--- config.mk ---
export PLATFORM = sky130hd
export DESIGN_NAME = fetch_stage
export DESIGN_NICKNAME = d
export VERILOG_FILES = /design/src/rtl/fetch_stage.sv
export SDC_FILE = /design/constraint.sdc
export NUM_CORES = 1
export LEC_CHECK = 0
export CAP_MARGIN = 0
export CELL_PAD_IN_SITES_DETAIL_PLACEMENT = 1
export CELL_PAD_IN_SITES_GLOBAL_PLACEMENT = 1
export CORE_MARGIN = 2
export CORE_UTILIZATION = 46
export CTS_BUF_LIST = sky130_fd_sc_hd__clkbuf_2 sky130_fd_sc_hd__clkbuf_4 sky130_fd_sc_hd__clkbuf_8
export CTS_CLUSTER_DIAMETER = 40
export DETAILED_ROUTE_END_ITERATION = 8
export GPL_TIMING_DRIVEN = 0
export PLACE_DENSITY = 0.92
export SLEW_MARGIN = 20
export SYNTH_ARGS = -nofsm -noshare
export SYNTH_HDL_FRONTEND = slang
export SYNTH_SLANG_ARGS = --single-unit
--- constraint.sdc ---
create_clock -name clk -period 11 [get_ports clk]
set_input_delay 2.2 -clock clk [delete_from_list [all_inputs] [get_ports clk]]
set_output_delay 2.2 -clock clk [all_outputs]
set_load 0.005 [all_outputs]
--- src/rtl/fetch_stage.sv ---
// Instruction fetch stage: owns the PC, issues hold-until-resp I-cache reads and
// buffers fetched words in a small FIFO in front of decode.
module fetch_stage #(
    parameter logic [31:0] RESET_PC = 32'h0000_0060,
    parameter int          DEPTH    = 2
) (
    input  logic        clk,
    input  logic        rst_n,
    output logic        icache_read,
    output logic [31:0] icache_address,
    input  logic        icache_resp,
    input  logic [31:0] icache_rdata,
    input  logic        redirect,
    input  logic [31:0] redirect_pc,
    input  logic        stall,
    output logic        id_valid,
    output logic [31:0] id_pc,
    output logic [31:0] id_instr,
    output logic [6:0]  id_opcode,
    output logic [2:0]  id_funct3,
    output logic [6:0]  id_funct7
);
    localparam int AW = $clog2(DEPTH);
    localparam int CW = AW + 1;

    typedef enum logic [1:0] {IDLE, REQ, SQUASH} state_t;

    state_t        state, state_next;
    logic [31:0]   pc, pc_next;
    logic [31:0]   squash_addr, squash_addr_next;
    logic [AW-1:0] rd_ptr, wr_ptr;
    logic [CW-1:0] count, count_next;
    logic [31:0]   fifo_pc    [DEPTH];
    logic [31:0]   fifo_instr [DEPTH];
    logic          push, pop;
    logic [31:0]   target;

    assign target         = {redirect_pc[31:2], 2'b00};
    assign id_valid       = (count != '0);
    assign pop            = id_valid && !stall && !redirect;
    assign push           = (state == REQ) && icache_resp && !redirect;
    assign icache_read    = (state != IDLE);
    // A killed request keeps its original address on the bus until the cache answers.
    assign icache_address = (state == SQUASH) ? squash_addr : pc;

    always_comb begin
        count_next = count;
        if (redirect)
            count_next = '0;
        else
            count_next = count + CW'(push) - CW'(pop);
    end

    always_comb begin
        state_next       = state;
        pc_next          = pc;
        squash_addr_next = squash_addr;
        case (state)
            IDLE: begin
                if (redirect) begin
                    pc_next    = target;
                    state_next = REQ;
                end else if (count < CW'(DEPTH)) begin
                    state_next = REQ;
                end
            end
            REQ: begin
                if (icache_resp && !redirect) begin
                    pc_next    = pc + 32'd4;
                    state_next = (count_next < CW'(DEPTH)) ? REQ : IDLE;
                end else if (icache_resp) begin
                    pc_next = target;
                end else if (redirect) begin
                    squash_addr_next = pc;
                    pc_next          = target;
                    state_next       = SQUASH;
                end
            end
            SQUASH: begin
                if (redirect)
                    pc_next = target;
                if (icache_resp)
                    state_next = REQ;
            end
            default: state_next = IDLE;
        endcase
    end

    always_ff @(posedge clk or negedge rst_n) begin
        if (!rst_n) begin
            state       <= IDLE;
            pc          <= RESET_PC;
            squash_addr <= '0;
            count       <= '0;
            rd_ptr      <= '0;
            wr_ptr      <= '0;
        end else begin
            state       <= state_next;
            pc          <= pc_next;
            squash_addr <= squash_addr_next;
            count       <= count_next;
            if (redirect) begin
                rd_ptr <= '0;
                wr_ptr <= '0;
            end else begin
                if (push)
                    wr_ptr <= wr_ptr + AW'(1);
                if (pop)
                    rd_ptr <= rd_ptr + AW'(1);
            end
        end
    end

    always_ff @(posedge clk) begin
        if (push) begin
            fifo_pc[wr_ptr]    <= pc;
            fifo_instr[wr_ptr] <= icache_rdata;
        end
    end

    // Head fields read as zero whenever the FIFO is empty.
    assign id_pc     = id_valid ? fifo_pc[rd_ptr]    : '0;
    assign id_instr  = id_valid ? fifo_instr[rd_ptr] : '0;
    assign id_opcode = id_instr[6:0];
    assign id_funct3 = id_instr[14:12];
    assign id_funct7 = id_instr[31:25];
endmodule

== Word-level counts from Yosys, hierarchy flattened ==
Memories as Yosys holds them, arrays and structs flattened.
Cells that the tools add are included.
Cells by class
  div/mod/pow operators: 0
  reductions and logical operators: 16
  equality and inequality tests: 6
  multiplexer cells: 22
  add/subtract/negate cells: 5
  multipliers: 0
  shift operators: 0
  order comparisons: 2
  bitwise operators: 2
Operators by type and width (count)
  two-way mux 32 bit: 6
  one-hot mux 32 bit (2 select lines): 1
  adder 32 x 3 -> 32 bit, second input constant: 1
  two-way mux 2 bit: 7
  nonzero test 2 bit: 5
  AND reduction 4 bit: 2
  two-way mux 1 bit: 7
  != test 3 x 2 -> 1 bit, second input constant: 2
  one-hot mux 2 bit (3 select lines): 1
  logical AND 1 bit: 5
  < comparator 2 bit, second input constant: 2
  != test 3 bit, second input constant: 1
  adder 1 bit, second input constant: 2
  adder 2 x 1 -> 2 bit: 1
  equality test 2 x 1 -> 1 bit, second input constant: 1
  equality test 2 bit, second input constant: 1
  logical NOT 1 bit: 2
  logical NOT 2 bit: 1
  != test 2 bit, second input constant: 1
  NOT 1 bit: 2
  OR reduction 2 bit: 1
  subtractor 2 x 1 -> 2 bit: 1
Word-level totals
  memories kept: 2
  bits in latches: 0
  bits in read-only memories: 0
  bits in writable memories: 128
  output and inout bits: 115
  register bits after elaboration: 70
Memory list
  fifo_instr: depth 2, width 32, read ports 1, clocked after Yosys merged registers in 0, write ports 1, line 34  | logic [31:0] fifo_instr [DEPTH];
  fifo_pc: depth 2, width 32, read ports 1, clocked after Yosys merged registers in 0, write ports 1, line 33  | logic [31:0] fifo_pc [DEPTH];

== Depth between registers and ports, before layout ==
Gate-level depths: netlist of run 1.
  depth in word-level cells: 10
  gate-level depth with buffers: 13
  mapped depth without buffers: 10

== Least setup slack after synthesis of run 1 ==
OpenSTA, ideal clock, no wires.
  path kind: input -> register
  start point: input port icache_resp
  end point: memory fifo_instr[0][0], enable pin
  cell stages on the path: 6
  library setup time: 487 ps
  path buffers: 3
  path slack: 4585 ps
  arrival: 5928 ps
  path through: clkbuf_1 nor2b_1 clkbuf_1 nand2_1 clkbuf_1 nor2_1
Between the ends
  cells in the longest elaborated chain, start to end: 4
Ends and longest elaborated chain
  from (decl): line 11  | input logic icache_resp,
  logical AND 1 bit (2 in a row): line 41  | assign push = (state == REQ) && icache_resp && !redirect;
  two-way mux 1 bit: line 115  | if (push) begin
  two-way mux 1 bit (not written as such): line 117  | fifo_instr[wr_ptr] <= icache_rdata;
  to (decl): line 34
No other way between the ends.

== Worst setup path in the final report of run 1 ==
  start point: register state[1]
  end point: output port icache_address[4]
Between the ends
  cells in the longest elaborated chain, start to end: 2
Ends and longest elaborated chain
  from (decl): line 28  | state_t state, state_next;
  from (signal assigned): line 98  | state <= state_next;
  equality test 2 bit: line 44  | assign icache_address = (state == SQUASH) ? squash_addr : pc;
  two-way mux 32 bit: line 44
  to (decl): line 10  | output logic [31:0] icache_address,
No other way between the ends.

==> run metrics, run 1 <==
FF+latch area 5600 um2; Setup Crit Path Kind flop to output pin; fraction of registers with async set/reset 35.4%; outcome finished, final reports clean; final hold slack 0.492 ns; Tightest Pin Transition 1.04 ns; dominant synthesized flop cell edfxtp_1; CTS Root Cell clkbuf_8; power per cell area 194 nW/um2; most frequent cells in the layout 179 x clkdlybuf4s50_1, 128 x edfxtp_1, 77 x nor2_1; yosys warns 0; Die Height 144 um; crit path DAT 3.62 ns; number of enable flip-flop cells after synthesis 128; row cnt 51; IO Pins 184; initial DRC count 613; crit path launch state[1]$_DFFE_PN0P_; R2R setup slack 7.76 ns; total CTS buffers 17; post-synthesis sequential area ratio 61.9%; antenna-violating nets left 0; Rel. slew slack 30.4%; Total Wirelength 27100 um; worst setup path end icache_address[4]; core area 19400 um2; CP max-delay cell nor2_1; Max Clk Rate 172 MHz; CTS resizes 0; via/cell ratio 5.78; routed len/inst 22.9 um; Peak VDD IR 0.0000994 V; Startpoint Class flop; leading area contributor after synthesis edfxtp_1; CP max stage delay 0.89 ns; Crit Path Max Fanout 10; GPL Wtd Cong 0.945; CP Cell Sequence clkbuf_1 > clkinv_1 > nor2_1 > buf_2 > mux2_2 > clkdlybuf4s50_1; number of max-cap violations 0; instance count on the critical path 6; grt ovf 0; Final Skew 0.0169 ns; most common cell after layout, fill and taps aside clkdlybuf4s50_1; RR Endpoint state[0]$_DFFE_PN0P_; Yosys cell types 55; WP data required 8.80 ns; crit path capture type output pin; Clock Latency Late Sink 0.50 ns; clock sinks 198; final setup fails 0; final design utilization 60.6%; Worst R2R Path Depth 12; largest net degree at the start of global routing 53; top cells by area, synth edfxtp_1 43%, dfrtp_1 19%, mux2i_1 8.1%; clk slew on worst S/H paths 0.11 ns; layout cell share with drive strength beyond 1 15.2%; hold buffer count at cts 0; Worst Path Buf+Inv 4; min cycle time layout 5.82 ns; initial core utilization 46.6%; Synth Instances 702; R2R Path Start state[1]$_DFFE_PN0P_; gr usage total 26.7%; initial antenna violation count 0; DR pass1 iterations 8; dpl hpwl 18900 um; die area 20800 um2; vias in the first global route 7252; Mapped Nets 774; setup TNS 0 ns; H-tree levels 4; Top Family by Delay on Critical Path buffers and inverters; CTS max path bufs 2; final slew viol count 0; Tcrit/Tclk final 52.9%; DR DRC count 0; n_diodes 0; multi-input logic area 3110 um2; first-pass GRT wire length 41700 um; # port buffers 180; Yosys reg bits 198; CTS tree yes; endpoints failing hold 0; Hold Path Class flop to flop; FILL cells 1985; Area Overhead vs Synth 30.0%; NumNets Final 979; Synth top area share 42.5%; static leakage 0.00414 uW; Avg Cell Area, Syn 12.9 um2; via count 6855; unrepaired setup endpoints after global routing false; area of the mapped netlist 9040 um2; Post-CTS Setup Bufs 0; die span in x 144 um
[registers in the layout, indices dropped and copies added, names as in the netlist]
| name | count |
|---|---|
| squash_addr | 32 |
| state | 2 |
| wr_ptr | 1 |
| count | 2 |
| rd_ptr | 1 |
| fifo_instr | 64 |
| pc | 32 |
| fifo_pc | 64 |
[cell families after synthesis]
group                      share of synthesized area (%)
adders and majority gates                          0.415
xor gates and xnor gates                           0.872
buffers and inverters                               3.89
muxes                                               15.8
AOI/OAI and AO/OA                                   7.06
and+or+nand+nor                                     10.0
DFF                                                 61.9
[where the power goes]
group          switching [uW]  internal, uW  total [uW]
combinational             358           397         755
sequential                107           932        1040
clock                     306           174         481
[cell usage after synthesis, types with 2 or more instances]
| cell type | number |
|---|---|
| edfxtp_1 | 128 |
| clkinv_1 | 2 |
| a211oi_1 | 3 |
| o22ai_1 | 13 |
| clkbuf_1 | 32 |
| a21oi_1 | 33 |
| and2_1 | 3 |
| xnor2_1 | 3 |
| a311o_1 | 4 |
| nand4_1 | 12 |
| o21ai_0 | 13 |
| nor2_1 | 79 |
| nand3_1 | 19 |
| buf_4 | 17 |
| a21boi_0 | 2 |
| nor2b_1 | 3 |
| or3_1 | 4 |
| xor2_1 | 6 |
| and3_1 | 12 |
| dfrtp_1 | 68 |
| o32ai_1 | 7 |
| a31oi_1 | 6 |
| dfstp_2 | 2 |
| mux2i_1 | 73 |
| mux2_2 | 61 |
| inv_1 | 7 |
| buf_1 | 4 |
| ha_1 | 3 |
| nor3_1 | 15 |
| nand2_1 | 29 |
| o221ai_1 | 3 |
| o311ai_1 | 2 |
| buf_2 | 11 |
| a221oi_1 | 2 |
[metal layers]
metal	vias to the layer above	GRT usage, %	wire length, um
li1	3009	-	-
met1	3407	33.2	10900
met2	347	45.5	13400
met3	92	5.53	1930
met4	0	11.3	945
met5	-	0	0
[worst min-delay path by stage]
stage,from,endpoint,depth (start not counted),slack (ns)
after floorplan,pc[15]$_DFFE_PN0P_,fifo_pc[0][15]$_DFFE_PP_,0,0.44
after global placement,pc[21]$_DFFE_PN0P_,fifo_pc[0][21]$_DFFE_PP_,0,0.45
after detailed placement,pc[9]$_DFFE_PN0P_,fifo_pc[0][9]$_DFFE_PP_,0,0.46
after CTS,pc[9]$_DFFE_PN0P_,fifo_pc[1][9]$_DFFE_PP_,0,0.49
after global routing,pc[9]$_DFFE_PN0P_,fifo_pc[1][9]$_DFFE_PP_,0,0.50
final,pc[9]$_DFFE_PN0P_,fifo_pc[1][9]$_DFFE_PP_,0,0.49
[final cells by class]
cell class,instances,share of cell area (%)
tap,265,2.82
sequential,198,47.6
multi-input combinational,431,26.4
timing repair buffer,186,16.6
clock inverter,15,1.52
clock buffer,17,1.99
inverter,9,0.287
buffer,64,2.70
[metrics by stage]
stage	setup slack [ns]	cells	instance area (um2)	power [uW]
2_1_floorplan	4.59	702	9040	1400
3_3_place_gp	2.35	1147	11200	1750
3_5_place_dp	5.19	1153	11300	1800
4_1_cts	5.19	1185	11800	2280
5_1_grt	5.08	1185	11800	2380
6_report	5.18	1185	11800	2280
Power figures use the tool's default switching activity.
==> run 2, diff against run 1 <==
--- a/config.mk
+++ b/config.mk
@@ -9,12 +9,12 @@
 export CELL_PAD_IN_SITES_DETAIL_PLACEMENT = 1
 export CELL_PAD_IN_SITES_GLOBAL_PLACEMENT = 1
 export CORE_MARGIN = 2
-export CORE_UTILIZATION = 46
+export CORE_UTILIZATION = 39
 export CTS_BUF_LIST = sky130_fd_sc_hd__clkbuf_2 sky130_fd_sc_hd__clkbuf_4 sky130_fd_sc_hd__clkbuf_8
 export CTS_CLUSTER_DIAMETER = 40
 export DETAILED_ROUTE_END_ITERATION = 8
 export GPL_TIMING_DRIVEN = 0
-export PLACE_DENSITY = 0.92
+export PLACE_DENSITY = 0.83
 export SLEW_MARGIN = 20
 export SYNTH_ARGS = -nofsm -noshare
 export SYNTH_HDL_FRONTEND = slang
==> constraint.sdc (replaced) <==
create_clock -name clk -period 5 [get_ports clk]
set_input_delay 1 -clock clk [delete_from_list [all_inputs] [get_ports clk]]
set_output_delay 1 -clock clk [all_outputs]
set_load 0.005 [all_outputs]
==> run 2 against run 1 <==
Combinational power up 110%. Worst setup slack worse by 4.7 ns. Hold slack worse by 0.074 ns. Clock power up 120%. Critical path type unchanged. Critical endpoint is now icache_address[30]. Largest power group unchanged.
==> run metrics, run 2 (same netlist as run 1, synthesis figures left out) <==
outcome finished, final reports clean; Tightest Pin Transition 0.999 ns (-0.0416 ns); CTS tree yes; H-tree levels 4 (unchanged); row cnt 55 (+7.8%); endpoints failing hold 0 (unchanged); routed len/inst 20.9 um (-8.6%); crit path capture type output pin; core area 22700 um2 (+17%); crit path DAT 3.51 ns (-0.11 ns); IO Pins 184 (unchanged); vias in the first global route 6894 (-4.9%); layout cell share with drive strength beyond 1 15.1% (-0.092 points); placed cells 1172 (+1.6%); R2R setup slack 1.87 ns (-5.89 ns); Post-CTS Setup Bufs 0 (unchanged); grt ovf 0 (unchanged); Rel. slew slack 33.1% (+2.8 points); first-pass GRT wire length 39300 um (-5.7%); n_diodes 0 (unchanged); final std cells w/o fill 1204 (+1.6%); power per cell area 422 nW/um2 (+120%); Place WS 0.370 ns (-4.82 ns); Setup WS post-layout 0.490 ns (-4.69 ns); min cycle time layout 4.51 ns; Hold Path Class primary input to asynchronous set/reset pin; initial DRC count 561 (-8.5%); DR DRC count 0 (unchanged); CTS resizes 0 (unchanged); clk slew on worst S/H paths 0.11 ns (about the same); final setup fails 0 (unchanged); most common cell after layout, fill and taps aside clkdlybuf4s50_1; die area 24400 um2 (+17%); clock sinks 198 (unchanged); GPL Wtd Cong 0.988 (+4.5%); final slew viol count 0 (unchanged); Die Height 156 um (+8.4%); Total Wirelength 25200 um (-7.1%); FILL cells 2353 (+19%); total CTS buffers 17 (unchanged); final hold slack 0.418 ns (-0.0738 ns); via count 6576 (-4.1%); final design utilization 51.6% (-9.1 points); dpl hpwl 18100 um (-4.6%); Tcrit/Tclk final 90.2%; Area Overhead vs Synth 29.5%; WP data required 4.00 ns (-4.80 ns); most frequent cells in the layout 179 x clkdlybuf4s50_1, 128 x edfxtp_1, 77 x nor2_1; Setup Crit Path Kind flop to output pin; via/cell ratio 5.46 (-5.6%); static leakage 0.00411 uW (-0.69%); Final Skew 0.0170 ns (+0.000177 ns); CTS max path bufs 2 (unchanged); initial core utilization 39.8% (-6.8 points); setup TNS 0 ns (unchanged); initial antenna violation count 0 (unchanged); Max Clk Rate 222 MHz; Peak VDD IR 0.000144 V (+45%); # port buffers 180 (unchanged); Crit Path Max Fanout 10 (unchanged); NumNets Final 978 (-0.10%); number of max-cap violations 0 (unchanged); gr usage total 21.1% (-5.6 points); antenna-violating nets left 0 (unchanged); largest net degree at the start of global routing 51 (-3.8%); unrepaired setup endpoints after global routing false; DR pass1 iterations 5 (-3); Startpoint Class flop; hold buffer count at cts 0 (unchanged); CTS Root Cell clkbuf_8; top flop regs fifo_instr: 64 flops, fifo_pc: 64 flops; Clock Latency Late Sink 0.47 ns (-0.03 ns); die span in x 156 um (+8.4%)
## run 2: cell count changes in the layout (fill, tap and decap cells not counted), sizes merged
cell	delta
clkinv	-6
clkinvlp	+2
inv	-2
buf	-1
clkbuf	+4
bufinv	+2
## run 2: cell type report
type                       count  area [um2]  share of cell area [%]
buffer                        64         318                    2.71
clock buffer                  21         264                    2.25
clock inverter                11         125                    1.07
inverter                       9        33.8                   0.289
multi-input combinational    431        3110                    26.5
sequential                   198        5600                    47.8
tap                          285         357                    3.05
timing repair buffer         185        1910                    16.3
## run 2: critical path, cell delays in order (launching register included)
cell	delay [ns]
dfrtp_1	0.33
clkbuf_1	0.27
clkinv_1	0.34
nor2_1	0.86
buf_2	0.40
mux2_2	0.36
clkdlybuf4s50_1	0.48
## run 2: final timing paths
path	startpoint	endpoint	cells after the start
worst max-delay path	state[1]$_DFFE_PN0P_	icache_address[30]	6
worst min-delay path	rst_n	pc[24]$_DFFE_PN0P_	1
worst max register to register	state[1]$_DFFE_PN0P_	state[0]$_DFFE_PN0P_	12
worst min register to register	pc[21]$_DFFE_PN0P_	fifo_pc[0][21]$_DFFE_PP_	0
max in group asynchronous	rst_n	pc[6]$_DFFE_PN1P_	2
min in group clk	pc[21]$_DFFE_PN0P_	fifo_pc[0][21]$_DFFE_PP_	0
## run 2: power breakdown
| part | internal, uW | total, uW | leakage, uW | switching, uW |
|---|---|---|---|---|
| clock network | 471 | 1040 | 0.000200 | 569 |
| registers | 2050 | 2280 | 0.00199 | 226 |
| logic | 866 | 1620 | 0.00192 | 758 |
| total | 3390 | 4940 | 0.00411 | 1550 |
## run 2: metal layers
layer / vias up / track usage (%) / share of wire [%]
met5: - / 0 / 0
met2: 269 / 36.0 / 50
met4: 0 / 6.77 / 2.1
met3: 36 / 3.54 / 5.8
met1: 3265 / 27.4 / 42
li1: 3006 / - / -
## run 2: stage by stage
stage | cell area (um2) | total power [uW]
CTS | 11700 | 4980
global route | 11700 | 5200
detailed placement | 11300 | 3940
global placement | 11200 | 3860
floorplan | 9040 | 3080
finish | 11700 | 4940
==> run 3, diff against run 2 <==
--- a/config.mk
+++ b/config.mk
@@ -15,6 +15,7 @@
 export DETAILED_ROUTE_END_ITERATION = 8
 export GPL_TIMING_DRIVEN = 0
 export PLACE_DENSITY = 0.83
+export SKIP_LAST_GASP = 1
 export SLEW_MARGIN = 20
 export SYNTH_ARGS = -nofsm -noshare
 export SYNTH_HDL_FRONTEND = slang
==> results of run 3 <==
Same layout as run 2: the final DEF is identical, and so are final timing and power.
